==> src/rtl/hard_mem_1rw_arb_ctrl_pkg.sv <==
// rtl/hard_mem_1rw_arb_ctrl_pkg.sv - shared types for the 1RW SRAM arbiter/controller
package hard_mem_arb_pkg;

   localparam int mem_width_gp      = 64;
   localparam int mem_els_gp        = 512;
   localparam int mem_addr_width_gp = $clog2(mem_els_gp);
   localparam int mem_mask_width_gp = mem_width_gp >> 3;

   typedef enum logic {INIT, READY} state_e;

   typedef struct packed {
      logic                         v;
      logic                         w;
      logic [mem_addr_width_gp-1:0] addr;
      logic [mem_width_gp-1:0]      data;
      logic [mem_mask_width_gp-1:0] mask;
   } mem_cmd_s;

endpackage

==> src/rtl/hard_mem_1rw_arb_ctrl_rr_arb.sv <==
// rtl/hard_mem_1rw_arb_ctrl_rr_arb.sv - round-robin arbiter, pointer advances past each accepted winner
module hard_mem_1rw_rr_arb #(
   parameter int num_req_p = 2,
   localparam int id_width_lp = (num_req_p > 1) ? $clog2(num_req_p) : 1
) (
   input  logic                   clk_i,
   input  logic                   reset_i,
   input  logic [num_req_p-1:0]   elig_i,
   input  logic                   accept_i,
   output logic [num_req_p-1:0]   grant_o,
   output logic                   grant_v_o,
   output logic [id_width_lp-1:0] id_o
);

   logic [id_width_lp-1:0] rr_ptr_r;
   logic [id_width_lp-1:0] idx;

   // Scan farthest-first so the candidate closest to rr_ptr_r is the last one to win.
   always_comb begin
      grant_o   = '0;
      grant_v_o = 1'b0;
      id_o      = '0;
      idx       = '0;
      for (int off = num_req_p - 1; off >= 0; off--) begin
         idx = id_width_lp'((int'(rr_ptr_r) + off) % num_req_p);
         if (elig_i[idx]) begin
            id_o      = idx;
            grant_v_o = 1'b1;
         end
      end
      if (grant_v_o) grant_o[id_o] = 1'b1;
   end

   always_ff @(posedge clk_i) begin
      if (reset_i)
         rr_ptr_r <= '0;
      else if (accept_i && grant_v_o)
         rr_ptr_r <= id_width_lp'((int'(id_o) + 1) % num_req_p);
   end

endmodule

==> src/rtl/hard_mem_1rw_arb_ctrl.sv <==
// rtl/hard_mem_1rw_arb_ctrl.sv - clears a shared 1RW byte-masked SRAM, then arbitrates requesters onto it
module hard_mem_1rw_arb_ctrl
   import hard_mem_arb_pkg::*;
#(
   parameter int width_p   = mem_width_gp,
   parameter int els_p     = mem_els_gp,
   parameter int num_req_p = 2,
   localparam int mask_width_lp = width_p >> 3,
   localparam int addr_width_lp = $clog2(els_p),
   localparam int id_width_lp   = (num_req_p > 1) ? $clog2(num_req_p) : 1
) (
   input  logic                               clk_i,
   input  logic                               reset_i,
   input  logic [num_req_p-1:0]               req_v_i,
   input  logic [num_req_p-1:0]               req_w_i,
   input  logic [num_req_p*addr_width_lp-1:0] req_addr_i,
   input  logic [num_req_p*width_p-1:0]       req_data_i,
   input  logic [num_req_p*mask_width_lp-1:0] req_mask_i,
   output logic [num_req_p-1:0]               req_ready_o,
   output logic                               rdata_v_o,
   output logic [width_p-1:0]                 rdata_o,
   output logic [id_width_lp-1:0]             rdata_id_o,
   input  logic                               rdata_yumi_i,
   output logic                               init_done_o,
   output logic                               mem_v_o,
   output logic                               mem_w_o,
   output logic [addr_width_lp-1:0]           mem_addr_o,
   output logic [width_p-1:0]                 mem_data_o,
   output logic [mask_width_lp-1:0]           mem_mask_o,
   input  logic [width_p-1:0]                 mem_data_i
);

   state_e                   state_r;
   logic [addr_width_lp-1:0] init_cnt_r;
   logic                     init_done_r, rd_inflight_r, buf_v_r;
   logic [id_width_lp-1:0]   rd_id_r, buf_id_r, gnt_id;
   logic [width_p-1:0]       buf_r;
   logic [num_req_p-1:0]     elig, gnt;
   logic                     gnt_v, rd_ok, rd_grant;
   mem_cmd_s                 cmd;

   logic [addr_width_lp-1:0] addr_arr [num_req_p];
   logic [width_p-1:0]       data_arr [num_req_p];
   logic [mask_width_lp-1:0] mask_arr [num_req_p];

   for (genvar i = 0; i < num_req_p; i++) begin : g_unpack
      assign addr_arr[i] = req_addr_i[i*addr_width_lp +: addr_width_lp];
      assign data_arr[i] = req_data_i[i*width_p +: width_p];
      assign mask_arr[i] = req_mask_i[i*mask_width_lp +: mask_width_lp];
   end

   // A read may only win if its return slot is free next cycle.
   assign rd_ok = ~(rd_inflight_r | buf_v_r) | rdata_yumi_i;
   assign elig  = (state_r == READY) ? (req_v_i & (req_w_i | {num_req_p{rd_ok}})) : '0;

   hard_mem_1rw_rr_arb #(.num_req_p(num_req_p)) arb (
      .clk_i    (clk_i),
      .reset_i  (reset_i),
      .elig_i   (elig),
      .accept_i (state_r == READY),
      .grant_o  (gnt),
      .grant_v_o(gnt_v),
      .id_o     (gnt_id)
   );

   assign rd_grant = gnt_v & ~req_w_i[gnt_id];

   always_comb begin
      cmd = '0;
      if (state_r == INIT) begin
         cmd.v    = 1'b1;
         cmd.w    = 1'b1;
         cmd.addr = init_cnt_r;
         cmd.mask = '1;
      end else if (gnt_v) begin
         cmd.v    = 1'b1;
         cmd.w    = req_w_i[gnt_id];
         cmd.addr = addr_arr[gnt_id];
         cmd.data = data_arr[gnt_id];
         cmd.mask = mask_arr[gnt_id];
      end
   end

   assign req_ready_o = gnt;
   assign mem_v_o     = cmd.v;
   assign mem_w_o     = cmd.w;
   assign mem_addr_o  = cmd.addr;
   assign mem_data_o  = cmd.data;
   assign mem_mask_o  = cmd.mask;

   always_ff @(posedge clk_i) begin
      if (reset_i) begin
         state_r       <= INIT;
         init_cnt_r    <= '0;
         init_done_r   <= 1'b0;
         rd_inflight_r <= 1'b0;
         buf_v_r       <= 1'b0;
      end else begin
         if (state_r == INIT) begin
            init_cnt_r <= init_cnt_r + 1'b1;
            if (init_cnt_r == addr_width_lp'(els_p - 1)) begin
               state_r     <= READY;
               init_done_r <= 1'b1;
            end
         end
         rd_inflight_r <= rd_grant;
         if (rd_inflight_r && !rdata_yumi_i)
            buf_v_r <= 1'b1;
         else if (rdata_yumi_i)
            buf_v_r <= 1'b0;
      end
   end

   // SRAM output is only valid the cycle after the read, so an unconsumed return is parked here.
   always_ff @(posedge clk_i) begin
      if (rd_grant) rd_id_r <= gnt_id;
      if (rd_inflight_r && !rdata_yumi_i) begin
         buf_r    <= mem_data_i;
         buf_id_r <= rd_id_r;
      end
   end

   assign rdata_v_o   = rd_inflight_r | buf_v_r;
   assign rdata_o     = buf_v_r ? buf_r : mem_data_i;
   assign rdata_id_o  = buf_v_r ? buf_id_r : rd_id_r;
   assign init_done_o = init_done_r;

   a_yumi_needs_valid: assert property (@(posedge clk_i) disable iff (reset_i)
      !(rdata_yumi_i && !rdata_v_o));
   a_grant_onehot0: assert property (@(posedge clk_i) $onehot0(req_ready_o));

endmodule

==> config.mk <==
export PLATFORM = sky130hd
export DESIGN_NAME = hard_mem_1rw_arb_ctrl
export DESIGN_NICKNAME = d
export VERILOG_FILES = /design/src/rtl/hard_mem_1rw_arb_ctrl_pkg.sv /design/src/rtl/hard_mem_1rw_arb_ctrl_rr_arb.sv /design/src/rtl/hard_mem_1rw_arb_ctrl.sv
export SDC_FILE = /design/constraint.sdc
export NUM_CORES = 1
export LEC_CHECK = 0
export CAP_MARGIN = 40
export CORE_AREA = 2 2 151 153
export DETAILED_ROUTE_END_ITERATION = 10
export DIE_AREA = 0 0 153 155
export GPL_TIMING_DRIVEN = 0
export SYNTH_ARGS = -nofsm -noshare
export SYNTH_HDL_FRONTEND = slang
export SYNTH_SLANG_ARGS = --single-unit
==> constraint.sdc <==
create_clock -name clk_i -period 6.7 [get_ports clk_i]
set_input_delay 1.005 -clock clk_i [delete_from_list [all_inputs] [get_ports clk_i]]
set_output_delay 1.005 -clock clk_i [all_outputs]
set_load 0.02 [all_outputs]
==> results.cfg <==
[outcome]
status = completed

[clock_network]
cts.clk_slew.worst_paths_ns = 0.06
cts_hold_buffers = 0
numCtsBuffers = 9
htree_levels = 3
cts_setup_buffers = 0
clock-sinks = 80
max-clock-path-buffers = 2
clk_latency_ns = 0.34
clock-root-buffer = clkbuf_16
tritoncts = yes
ctsResizeCount = 0

[finish]
final_util_pct = 39.9
diodes = 0
area_growth_syn_to_layout_pct = 105
fin_nets = 957
layout-drive-gt1-share_pct = 14.6

[grt]
overflow = 0
grt_pass1_wl_um = 29000
antenna_found_initial = 0
grt_max_degree = 30
grt_use_total_pct = 16.2
grt_pass1_vias = 4606

[yosys]
netlist_top_cells_area = edfxtp_1, mux2_2, a22o_1
ys_types = 37
yosysWarnings = 0
async_flop_share_pct = 0
ys.flop_type = edfxtp_1
seq_area_frac_synth_pct = 52.4
post-synth-top-area-fraction_pct = 45.9
syn_area_sq_um = 4320
synth_fp_nets = 560
synthTopCellsByCount = edfxtp_1, mux2_2, a22o_1, a221o_1
yosysTopAreaCell = edfxtp_1
synth.avg_cell_area_sq_um = 13.3
netlist_instances = 325
synth.most_common_cell = edfxtp_1
synth-edff-count = 66
synth_seq_cells = 80

[flow_run]
drv_cap = 0

[setup_path]
cp-start-kind = input pin
critical_path_arrival_ns = 3.89
critPathCaptureType = output port
worstSetupPathType = in -> out
critPathRequiredTime_ns = 5.69
worstPathMaxFanout = 10

[timing]
hold_ws_ns = 0.461
maxSlewHeadroom_pct = 53.7
fin_crit_ns = 4.89
setup_viol = 0
fmax_ghz = 0.204
slew_viol_final = 0
report.final.hold_viol_count = 0
finClkSkew_ns = 0.00634
fin_tns_setup_ns = 0
rsz0062_at_grt = false
tightest_slew_ns = 0.695
min_period_over_period_pct = 73.0

[routing]
ant_nets = 0
first_pass_iters = 4
wl_per_cell_um = 19.9
dr.first_iter.drc_count = 189
vias = 4540
post-route-drc-count = 0
wl_um = 20200
avgViaCountPerCell = 4.49

[placement]
gp_congestion = 0.791
dp_hpwl_um = 16300
portBuffers = 384

[pwr]
p_per_area_nw_per_um2 = 145
p_leak_nw = 3.12
fin_total_pwr_mw = 1.29
vdd_drop_max_uv = 83.5

[floorplan]
dieArea_sq_um = 23700
ios = 385
start_util_pct = 19.4
design.core.area_sq_um = 22200
dieHeight_um = 155
fp.dieW_um = 153
fp-row-count = 55

[worst_hold_path]
min_path_type = reg -> reg
-- sequential cells by signal (all words and copies together), names as in the netlist --
signal,count
buf_r,64
init_cnt_r,9
arb.rr_ptr_r,1
buf_id_r,1
buf_v_r,1
init_done_o,1
rd_id_r,1
rd_inflight_r,1
state_r,1
-- cells by family (layout without fill, tap and decap cells) --
family	after synthesis	count (layout)	synth area share [%]
compound gates	91	91	18.5
mux	68	68	17.7
flops	80	80	52.4
fa+ha+maj	2	2	0.580
buf+inv	30	432	3.51
xor+xnor	6	6	1.22
simple gates	48	48	6.15
-- power breakdown --
group | switching [mW] | internal [mW] | total (mW) | leakage [nW]
clock | 0.207 | 0.289 | 0.495 | 0.139
combinational | 0.0785 | 0.172 | 0.251 | 2.27
sequential | 0.00234 | 0.538 | 0.541 | 0.707
total | 0.287 | 0.999 | 1.29 | 3.12
-- final cells by class --
cell class	instances	area (sq um)
inverter	2	7.51
clock inverter	7	71.3
fill	2177	13400
timing repair buffer	386	3880
buffer	28	144
tap	285	357
sequential	80	2260
clock buffer	9	225
multi-input combinational	215	1910
-- metal layers --
metal / vias up / global-route usage (%) / part of all wire [%]
li1: 2102 / - / -
met4: 0 / 4.50 / 2.0
met5: - / 0 / 0
met3: 28 / 6.30 / 9.1
met2: 241 / 27.1 / 48
met1: 2169 / 19.6 / 41
-- per-stage QoR --
step	std cells	setup WS, ns	cell area, sq um
2_1_floorplan	325	2.29	4320
3_3_place_gp	994	0.236	8520
3_5_place_dp	996	1.75	8560
4_1_cts	1012	1.73	8860
5_1_grt	1012	1.64	8860
6_report	1012	1.81	8860
-- worst paths after layout --
| check | start | to | slack [ns] | cells after the start |
|---|---|---|---|---|
| hold reg to reg | rd_id_r$_DFFE_PP_ | buf_id_r$_DFFE_PP_ | 0.46 | 0 |
| setup / recovery | rdata_yumi_i | mem_mask_o[2] | 1.81 | 7 |
| hold / removal | rd_id_r$_DFFE_PP_ | buf_id_r$_DFFE_PP_ | 0.46 | 0 |
| setup reg to reg | buf_v_r$_SDFFE_PP0P_ | rd_id_r$_DFFE_PP_ | 4.72 | 5 |
-- worst max-delay path, cell delays in order --
cell and delay, ns:
clkdlybuf4s50_1 0.46, o21bai_1 0.27, or2_2 0.32, a21oi_2 0.48
buf_2 0.36, a221o_1 0.27, clkdlybuf4s50_1 0.72
-- placed cells by master (no fill, tap or decap), types with 2 or more instances in the layout --
cell type | Yosys | routed
a21oi_1 | 2 | 2
a221o_1 | 17 | 17
a22o_1 | 63 | 63
and2_1 | 2 | 2
and4_1 | 2 | 2
buf_1 | 4 | 4
buf_12 | 0 | 2
buf_2 | 13 | 13
buf_4 | 6 | 6
clkbuf_1 | 5 | 5
clkbuf_16 | 0 | 9
clkdlybuf4s50_1 | 0 | 384
clkinvlp_4 | 0 | 2
dfxtp_1 | 14 | 14
edfxtp_1 | 66 | 66
ha_1 | 2 | 2
inv_1 | 2 | 2
mux2_2 | 65 | 65
mux2i_1 | 2 | 2
nand2_1 | 4 | 4
nand3_1 | 4 | 4
nor2_1 | 14 | 14
nor2b_1 | 13 | 12
o21ai_1 | 2 | 2
o21bai_1 | 2 | 2
or2_2 | 2 | 2
xor2_1 | 5 | 5
Note: power is estimated with default switching activity, not from simulation.
